[src/rtl/fp_multiplier_radix_pkg.sv]
// Shared FP definitions: rounding-mode constants, FSM encoding, exponent bias helper.
package fp_multiplier_radix_pkg;

    localparam int RM_HALFUP = 0;
    localparam int RM_RNE    = 1;

    typedef enum logic [1:0] {
        ST_IDLE = 2'd0,
        ST_LOAD = 2'd1,
        ST_MUL  = 2'd2,
        ST_DONE = 2'd3
    } fsm_state_e;

    function automatic int fp_bias(input int ew);
        return (1 << (ew - 1)) - 1;
    endfunction

endpackage

[src/rtl/fp_multiplier_radix_round_pack.sv]
// Combinational normalise/round/pack of a raw significand product, with IEEE-style
// overflow to infinity and flush-to-zero on underflow.
module fp_multiplier_radix_round_pack
    import fp_multiplier_radix_pkg::*;
#(
    parameter int EW    = 8,
    parameter int MW    = 23,
    parameter int RMODE = RM_HALFUP
) (
    input  logic [2*MW+1:0] p_i,
    input  logic [EW+1:0]   esum_i,
    input  logic            sign_i,
    input  logic            zero_i,
    output logic [EW+MW:0]  z_o,
    output logic            ovf_o,
    output logic            unf_o
);
    localparam int SW = MW + 1;
    localparam int PW = 2 * SW;

    logic          norm, guard, sticky, inc, rcarry, uflow, oflow;
    logic [MW-1:0] frac;
    logic [MW:0]   msum;
    logic [EW+1:0] e;

    // The hidden bit sits at PW-1 or PW-2; only the fraction below it is rounded.
    assign norm   = p_i[PW-1];
    assign frac   = norm ? p_i[PW-2:SW] : p_i[PW-3:SW-1];
    assign guard  = norm ? p_i[SW-1]    : p_i[SW-2];
    assign sticky = norm ? |p_i[SW-2:0] : |p_i[SW-3:0];
    assign inc    = (RMODE == RM_RNE) ? (guard & (sticky | frac[0])) : guard;
    assign msum   = {1'b0, frac} + (MW+1)'(inc);
    assign rcarry = msum[MW];
    assign e      = esum_i + (EW+2)'(norm) + (EW+2)'(rcarry);
    assign uflow  = e[EW+1] | (e == '0);
    assign oflow  = ~e[EW+1] & (e[EW:0] >= (EW+1)'((1 << EW) - 1));

    always_comb begin
        z_o   = '0;
        ovf_o = 1'b0;
        unf_o = 1'b0;
        if (!zero_i) begin
            if (uflow) begin
                unf_o = 1'b1;
            end else if (oflow) begin
                ovf_o = 1'b1;
                z_o   = {sign_i, {EW{1'b1}}, {MW{1'b0}}};
            end else begin
                z_o   = {sign_i, e[EW-1:0], msum[MW-1:0]};
            end
        end
    end

endmodule

[src/rtl/fp_multiplier_radix.sv]
// Iterative radix-2^BPC floating-point multiplier behind a run/stall handshake.
module fp_multiplier_radix
    import fp_multiplier_radix_pkg::*;
#(
    parameter int EW    = 8,
    parameter int MW    = 23,
    parameter int BPC   = 1,
    parameter int RMODE = RM_HALFUP
) (
    input  logic           clk,
    input  logic           rst,
    input  logic           run,
    input  logic [EW+MW:0] x,
    input  logic [EW+MW:0] y,
    output logic           stall,
    output logic [EW+MW:0] z,
    output logic           ovf,
    output logic           unf
);
    localparam int SW = MW + 1;
    localparam int PW = 2 * SW;
    localparam int AW = SW + BPC;
    localparam int N  = (SW + BPC - 1) / BPC;
    localparam int CW = $clog2(N + 1);
    localparam logic [CW-1:0] CNT_LAST = CW'(N - 1);

    fsm_state_e     state_q;
    logic [CW-1:0]  cnt_q;
    logic [PW-1:0]  p_q, p_step;
    logic [AW-1:0]  psum;
    logic [EW+1:0]  esum;
    logic           zero_op;
    logic [EW+MW:0] z_q, rp_z;
    logic           ovf_q, unf_q, rp_ovf, rp_unf;

    // Upper half accumulates BPC multiplier bits at a time; the adder is wide enough to keep the carry.
    assign psum    = AW'(p_q[PW-1:SW]) + AW'(p_q[BPC-1:0]) * AW'({1'b1, y[MW-1:0]});
    assign p_step  = {psum, p_q[SW-1:BPC]};
    assign esum    = (EW+2)'(x[EW+MW-1:MW]) + (EW+2)'(y[EW+MW-1:MW]) - (EW+2)'(fp_bias(EW));
    assign zero_op = ~|x[EW+MW-1:MW] | ~|y[EW+MW-1:MW];

    fp_multiplier_radix_round_pack #(.EW(EW), .MW(MW), .RMODE(RMODE)) u_round_pack (
        .p_i    (p_step),
        .esum_i (esum),
        .sign_i (x[EW+MW] ^ y[EW+MW]),
        .zero_i (zero_op),
        .z_o    (rp_z),
        .ovf_o  (rp_ovf),
        .unf_o  (rp_unf)
    );

    // The IDLE cycle that sees run loads P, and LOAD already retires the first
    // multiplier bits, so the stall window is N+1 cycles.
    always_ff @(posedge clk) begin
        if (!rst) begin
            state_q <= ST_IDLE;
            cnt_q   <= '0;
            p_q     <= '0;
            z_q     <= '0;
            ovf_q   <= 1'b0;
            unf_q   <= 1'b0;
        end else if (!run) begin
            state_q <= ST_IDLE;
        end else begin
            case (state_q)
                ST_IDLE: begin
                    p_q     <= {{SW{1'b0}}, 1'b1, x[MW-1:0]};
                    cnt_q   <= '0;
                    state_q <= ST_LOAD;
                end
                ST_LOAD, ST_MUL: begin
                    p_q   <= p_step;
                    cnt_q <= cnt_q + 1'b1;
                    if (cnt_q == CNT_LAST) begin
                        z_q     <= rp_z;
                        ovf_q   <= rp_ovf;
                        unf_q   <= rp_unf;
                        state_q <= ST_DONE;
                    end else begin
                        state_q <= ST_MUL;
                    end
                end
                ST_DONE: state_q <= ST_DONE;
                default: state_q <= ST_IDLE;
            endcase
        end
    end

    assign stall = rst & run & (state_q != ST_DONE);
    assign z     = z_q;
    assign ovf   = ovf_q;
    assign unf   = unf_q;

endmodule

[config.mk]
export PLATFORM = sky130hd
export DESIGN_NAME = fp_multiplier_radix
export DESIGN_NICKNAME = d
export VERILOG_FILES = /design/src/rtl/fp_multiplier_radix_pkg.sv /design/src/rtl/fp_multiplier_radix_round_pack.sv /design/src/rtl/fp_multiplier_radix.sv
export SDC_FILE = /design/constraint.sdc
export NUM_CORES = 1
export LEC_CHECK = 0
export CORE_ASPECT_RATIO = 0.8
export CORE_MARGIN = 4
export CORE_UTILIZATION = 55
export DETAILED_ROUTE_END_ITERATION = 10
export DONT_BUFFER_PORTS = 1
export GPL_ROUTABILITY_DRIVEN = 0
export PLACE_DENSITY = 0.68
export SETUP_SLACK_MARGIN = 0.4
export SYNTH_ARGS = -nofsm -noshare
export SYNTH_HDL_FRONTEND = slang
export SYNTH_HIERARCHICAL = 1
export SYNTH_SLANG_ARGS = --single-unit
[constraint.sdc]
create_clock -name clk -period 17.2 [get_ports clk]
set_clock_uncertainty 0.15 [all_clocks]
set_input_delay 1.72 -clock clk [delete_from_list [all_inputs] [get_ports clk]]
set_output_delay 1.72 -clock clk [all_outputs]
set_load 0.02 [all_outputs]
==> results.sh, run 1 <==
export IMPL_end_kind="flip-flop"
export IMPL_synth_seq_cells=89
export IMPL_ys_types=60
export IMPL_drive_above_1_share=0.0613
export IMPL_firstDrtPassIters=5
export IMPL_root_buffer="clkbuf_16"
export IMPL_cts_tree="done"
export IMPL_relSlewSlack=0.215
export IMPL_syn_area_per_cell_um2=8.15
export IMPL_synth_top_cell_by_area="dfxtp_1"
export IMPL_regArea_um2=1780
export IMPL_core_area_um2=12300
export IMPL_status="completed"
export IMPL_finalCriticalPeriod_ps=8900
export IMPL_ios=102
export IMPL_start_kind="input pin"
export IMPL_synthCells=851
export IMPL_antenna_found_initial=0
export IMPL_vdd_ir_drop_max_mv=0.0484
export IMPL_synth_area_top_cells="dfxtp_1 26%, ha_1 8.1%, nand2_1 8.0%, mux2i_1 5.3%, xnor2_1 4.8%"
export IMPL_cts_resized=0
export IMPL_placementRows=36
export IMPL_viasPerCell=6.07
export IMPL_clock_latency_ps=350
export IMPL_overflow=0
export IMPL_grt_max_degree=76
export IMPL_drcViolationCount=0
export IMPL_numCtsBuffers=9
export IMPL_yosys_top_cells_count="148 x nand2_1, 89 x dfxtp_1, 45 x ha_1"
export IMPL_grt_pass1_vias=5695
export IMPL_final_hold_violation_count=0
export IMPL_setup_violations=0
export IMPL_crit_type="in2reg"
export IMPL_nFillCells=1108
export IMPL_drt_iter0_markers=486
export IMPL_worst_path_max_fanout=51
export IMPL_critPathArrivalTime_ps=9020
export IMPL_antennaDiodeCount=0
export IMPL_wl_per_cell_um=17.0
export IMPL_leakage_nw=3.03
export IMPL_synth_most_common_cell="nand2_1"
export IMPL_utilization=0.594
export IMPL_nets=926
export IMPL_cts_htree_levels=3
export IMPL_wirelength_um=16700
export IMPL_fmax_mhz=112
export IMPL_rsz0062_at_grt="no"
export IMPL_synth_top_area_frac=0.257
export IMPL_synth_edf_count=0
export IMPL_portBuffers=0
export IMPL_die_w_um=134
export IMPL_tightestPinTransition_ps=1180
export IMPL_max_cap_viol_count=0
export IMPL_syn_num_nets=966
export IMPL_finalCritPeriodShare=0.517
export IMPL_post_cts_setup_buffers=0
export IMPL_hold_buffers=0
export IMPL_setup_tns_ps=0
export IMPL_synth_area_um2=6940
export IMPL_slew_viol_final=0
export IMPL_clkTransAtPathRegs_ps=70
export IMPL_vias=5990
export IMPL_power_density_nw_per_um2=71.7
export IMPL_synth_main_ff_cell="dfxtp_1"
export IMPL_async_reset_ff_frac=0
export IMPL_yosysWarnings=6
export IMPL_grt_usage=0.234
export IMPL_grt_pass1_wl_um=28300
export IMPL_initial_core_util=0.566
export IMPL_hold_path_class="reg2reg"
export IMPL_detailed_place_hpwl_um=12300
export IMPL_multiInputGateArea_um2=4860
export IMPL_chipHeight_um=108
export IMPL_die_area_um2=14500
export IMPL_seq_area_frac_synth=0.257
export IMPL_clock_sinks=89
export IMPL_syn2layout_area_growth_pct=4.92
export IMPL_clock_path_buffers=2
export IMPL_required_ps=17320
export IMPL_ant_nets=0
==> cell families (layout without fill, tap and decap cells) <==
family                     count (synthesis)  in the layout  share of synthesized area
adders and majority gates                 48             48                     0.0898
DFF                                       89             89                      0.257
buffers and inverters                     76             41                     0.0449
and+or+nand+nor                          340            340                      0.243
AOI/OAI and AO/OA                        192            192                      0.221
xor gates and xnor gates                  63             63                     0.0817
muxes                                     43             43                     0.0631
==> layout make-up <==
class | count | share of cell area
multi-input cells | 686 | 0.668
clock inverters | 7 | 0.0108
well taps | 171 | 0.0294
clock buffers | 9 | 0.0309
repair buffers | 6 | 0.00619
flip-flops and latches | 89 | 0.245
inverters | 19 | 0.00980
==> final timing paths <==
check	start	endpoint	slack, ps	cells after the start
hold / removal	p_q[24]	p_q[24]	320	2
hold reg to reg	p_q[24]	p_q[24]	320	2
setup / recovery	y[0]	z[3]	8300	25
setup reg to reg	p_q[0]	z[3]	8980	25
==> stage by stage <==
step                      hold slack (ps)  total power, W  cell area [µm²]  cells  setup WS [ps]
after floorplan                       295        0.000309             6940    851           8860
after global placement                306        0.000322             6980    971           8310
after detailed placement              316        0.000325             6980    971           8020
after CTS                             324        0.000524             7280    987           8400
after global routing                  347        0.000548             7280    987           7580
final                                 324        0.000522             7280    987           8300
==> power breakdown <==
group / switching [W] / total, W / internal, W
Sequential: 0.00000407 / 0.000216 / 0.000211
Combinational: 0.0000643 / 0.000107 / 0.0000422
Clock: 0.0000956 / 0.000200 / 0.000104
Total: 0.000164 / 0.000522 / 0.000358
==> critical path, stage by stage <==
cell       delay, ps
and2_1           140
ha_1             200
fa_1             410
a21o_1           200
a221oi_2         420
nor4_4           120
a211oi_4         370
o31a_4           240
o21ai_4           50
buf_4            320
mux2_2           320
ha_1             210
and4_1           290
nor3b_4          380
nand4_1          260
nor4b_1          420
fa_1             310
ha_1             270
nand4_1          290
nor2_1           280
xnor2_2          190
nand3_1          730
a2111oi_0        550
nand2_1           90
a21boi_0         180
==> layout by cell type, fill, tap and decap left out, drive strengths merged, types with 3 or more instances in the layout <==
cell       n
xnor2     40
buf        6
o21ai     12
nand2    148
and3       8
nor4b      3
a21oi     36
a2111oi   11
xor2      23
mux2i     37
nor4      11
nor2b     18
nand4     13
nand2b     3
fa         3
and2      35
nand3     29
mux2       6
dfxtp     89
a21o      11
ha        45
and4       5
a31oi      8
nor3b      5
nor3      31
a22o      15
a41oi      3
clkbuf     9
nor2      23
inv       24
o211a     25
a22oi      7
a21boi    38
a211oi    10
o21bai     3
==> sequential cells by signal (all words and copies together), names as in the netlist <==
name     cells
ovf          1
state_q      2
cnt_q        5
p_q         48
z           32
unf          1
==> per-layer routing <==
layer / vias to the layer above / GRT usage / share of wire
li1: 2966 / - / -
met1: 2827 / 0.327 / 0.47
met2: 183 / 0.369 / 0.44
met3: 14 / 0.0679 / 0.080
met4: 0 / 0.0345 / 0.0067
met5: - / 0 / 0
(Power assumes the default switching activity.)
==> inputs of run 2 (changes only) <==
==> constraint.sdc (replaced) <==
create_clock -name clk -period 9.3 [get_ports clk]
set_clock_uncertainty 0.15 [all_clocks]
set_input_delay 0.93 -clock clk [delete_from_list [all_inputs] [get_ports clk]]
set_output_delay 0.93 -clock clk [all_outputs]
set_load 0.02 [all_outputs]
==> results.sh, run 2 (synthesis results as in run 1) <==
export IMPL_status="completed"
export IMPL_die_area_um2=14500
export IMPL_finalCriticalPeriod_ps=8050
export IMPL_cts_htree_levels=3
export IMPL_critPathArrivalTime_ps=8180
export IMPL_nFillCells=1106
export IMPL_largest_reg_flops=48
export IMPL_crit_type="reg2reg"
export IMPL_setup_tns_ps=0
export IMPL_p_switching_w=0.000302
export IMPL_drcViolationCount=0
export IMPL_crit_family="simple AND/OR/NAND/NOR gates"
export IMPL_rsz0062_at_grt="no"
export IMPL_clock_path_buffers=2
export IMPL_clock_sinks=89
export IMPL_antennaDiodeCount=0
export IMPL_finalCritPeriodShare=0.866
export IMPL_slowest_delay_ps=740
export IMPL_drive_above_1_share=0.0613
export IMPL_path_cells="and2_1 > ha_1 > fa_1 > a21o_1 > a221oi_2 > nor4_4 > a211oi_4 > o31a_4 > o21ai_4 > mux2_2 > ha_1 > and4_1 > nor3b_4 > nand4_1 > nor4b_1 > fa_1 > ha_1 > nand4_1 > nor2_1 > xnor2_2 > nand3_1 > a2111oi_0 > nand2_1 > a21boi_0"
export IMPL_leakage_nw=3.03
export IMPL_slew_viol_final=0
export IMPL_placementRows=36
export IMPL_slowest_stage="nand3_1"
export IMPL_relSlewSlack=0.234
export IMPL_cts_tree="done"
export IMPL_grt_pass1_wl_um=28600
export IMPL_setup_violations=0
export IMPL_largest_register="p_q"
export IMPL_p_int_w=0.000661
export IMPL_numCtsBuffers=9
export IMPL_hold_buffers=0
export IMPL_drt_iter0_markers=565
export IMPL_crit_top_cell="ha_1"
export IMPL_overflow=0
export IMPL_viasPerCell=6.16
export IMPL_utilization=0.594
export IMPL_grt_usage=0.236
export IMPL_max_cap_viol_count=0
export IMPL_clock_latency_ps=350
export IMPL_power_frac_clock=0.380
export IMPL_chipHeight_um=108
export IMPL_design_area_um2=7280
export IMPL_place_area_um2=6980
export IMPL_core_area_um2=12300
export IMPL_tightestPinTransition_ps=1150
export IMPL_vdd_ir_drop_max_mv=0.0858
export IMPL_ios=102
export IMPL_final_common_cell="nand2_1"
export IMPL_portBuffers=0
export IMPL_required_ps=9420
export IMPL_end_kind="flip-flop"
export IMPL_p_seq_frac=0.413
export IMPL_vias=6083
export IMPL_firstDrtPassIters=6
export IMPL_worst_path_max_fanout=25
export IMPL_power_density_nw_per_um2=132
export IMPL_ant_nets=0
export IMPL_hold_path_class="reg2reg"
export IMPL_clkTransAtPathRegs_ps=70
export IMPL_grt_pass1_vias=5911
export IMPL_wl_per_cell_um=17.4
export IMPL_root_buffer="clkbuf_16"
export IMPL_antenna_found_initial=0
export IMPL_crit_buf_inv=0
export IMPL_grt_max_degree=76
export IMPL_mostFrequentLayoutCells="148 x nand2_1, 89 x dfxtp_1, 45 x ha_1"
export IMPL_detailed_place_hpwl_um=12500
export IMPL_nets=926
export IMPL_initial_core_util=0.566
export IMPL_wirelength_um=17100
export IMPL_cts_resized=0
export IMPL_p_sw_frac=0.314
export IMPL_start_kind="flip-flop"
export IMPL_fmax_mhz=124
export IMPL_syn2layout_area_growth_pct=4.96
export IMPL_comb_power_share=0.206
export IMPL_post_cts_setup_buffers=0
export IMPL_final_hold_violation_count=0
export IMPL_die_w_um=134
[run 2: through the flow]
step	hold slack [ps]	cells	setup WS (ps)	total power, W
floorplan	295	851	1750	0.000571
global placement	304	971	1490	0.000597
detailed placement	316	971	1080	0.000603
CTS	325	987	1280	0.000969
global route	348	987	530	0.00101
finish	324	987	1250	0.000964
[run 2: power groups by stage]
stage                     sequential, W  clock [W]  combinational (W)
after floorplan                0.000404          0           0.000167
after global placement         0.000407          0           0.000190
after detailed placement       0.000408          0           0.000195
after CTS                      0.000399   0.000373           0.000196
after global routing           0.000400   0.000391           0.000220
final                          0.000398   0.000366           0.000199
[run 2: final timing paths]
path	start	to	slack (ps)	cells after the start
setup / recovery	p_q[0]	z[5]	1250	24
hold reg to reg	p_q[24]	p_q[24]	320	2
hold / removal	p_q[24]	p_q[24]	320	2
setup reg to reg	p_q[0]	z[5]	1250	24
[run 2: layer usage]
metal / global-route usage / wire length [µm] / part of all wire / vias up
li1: - / - / - / 2982
met1: 0.312 / 7710 / 0.45 / 2855
met2: 0.378 / 7630 / 0.45 / 216
met3: 0.0698 / 1530 / 0.089 / 30
met4: 0.0661 / 271 / 0.016 / 0
met5: 0 / 0 / 0 / -
[run 2: cell type report]
class	count	area, µm²	area share
Timing Repair Buffer	6	45.0	0.00619
Sequential cell	89	1780	0.245
Tap cell	171	214	0.0294
Multi-Input combinational cell	686	4860	0.668
Clock inverter	7	81.3	0.0112
Clock buffer	9	225	0.0309
Inverter	19	71.3	0.00979
[run 2: worst register-to-register path, delay by kind of cell (launching register included)]
family	cells	cell delay [ps]
simple gates	10	3210
xor+xnor	1	190
mux	1	270
fa+ha+maj	5	1400
flops	1	570
compound gates	7	2210
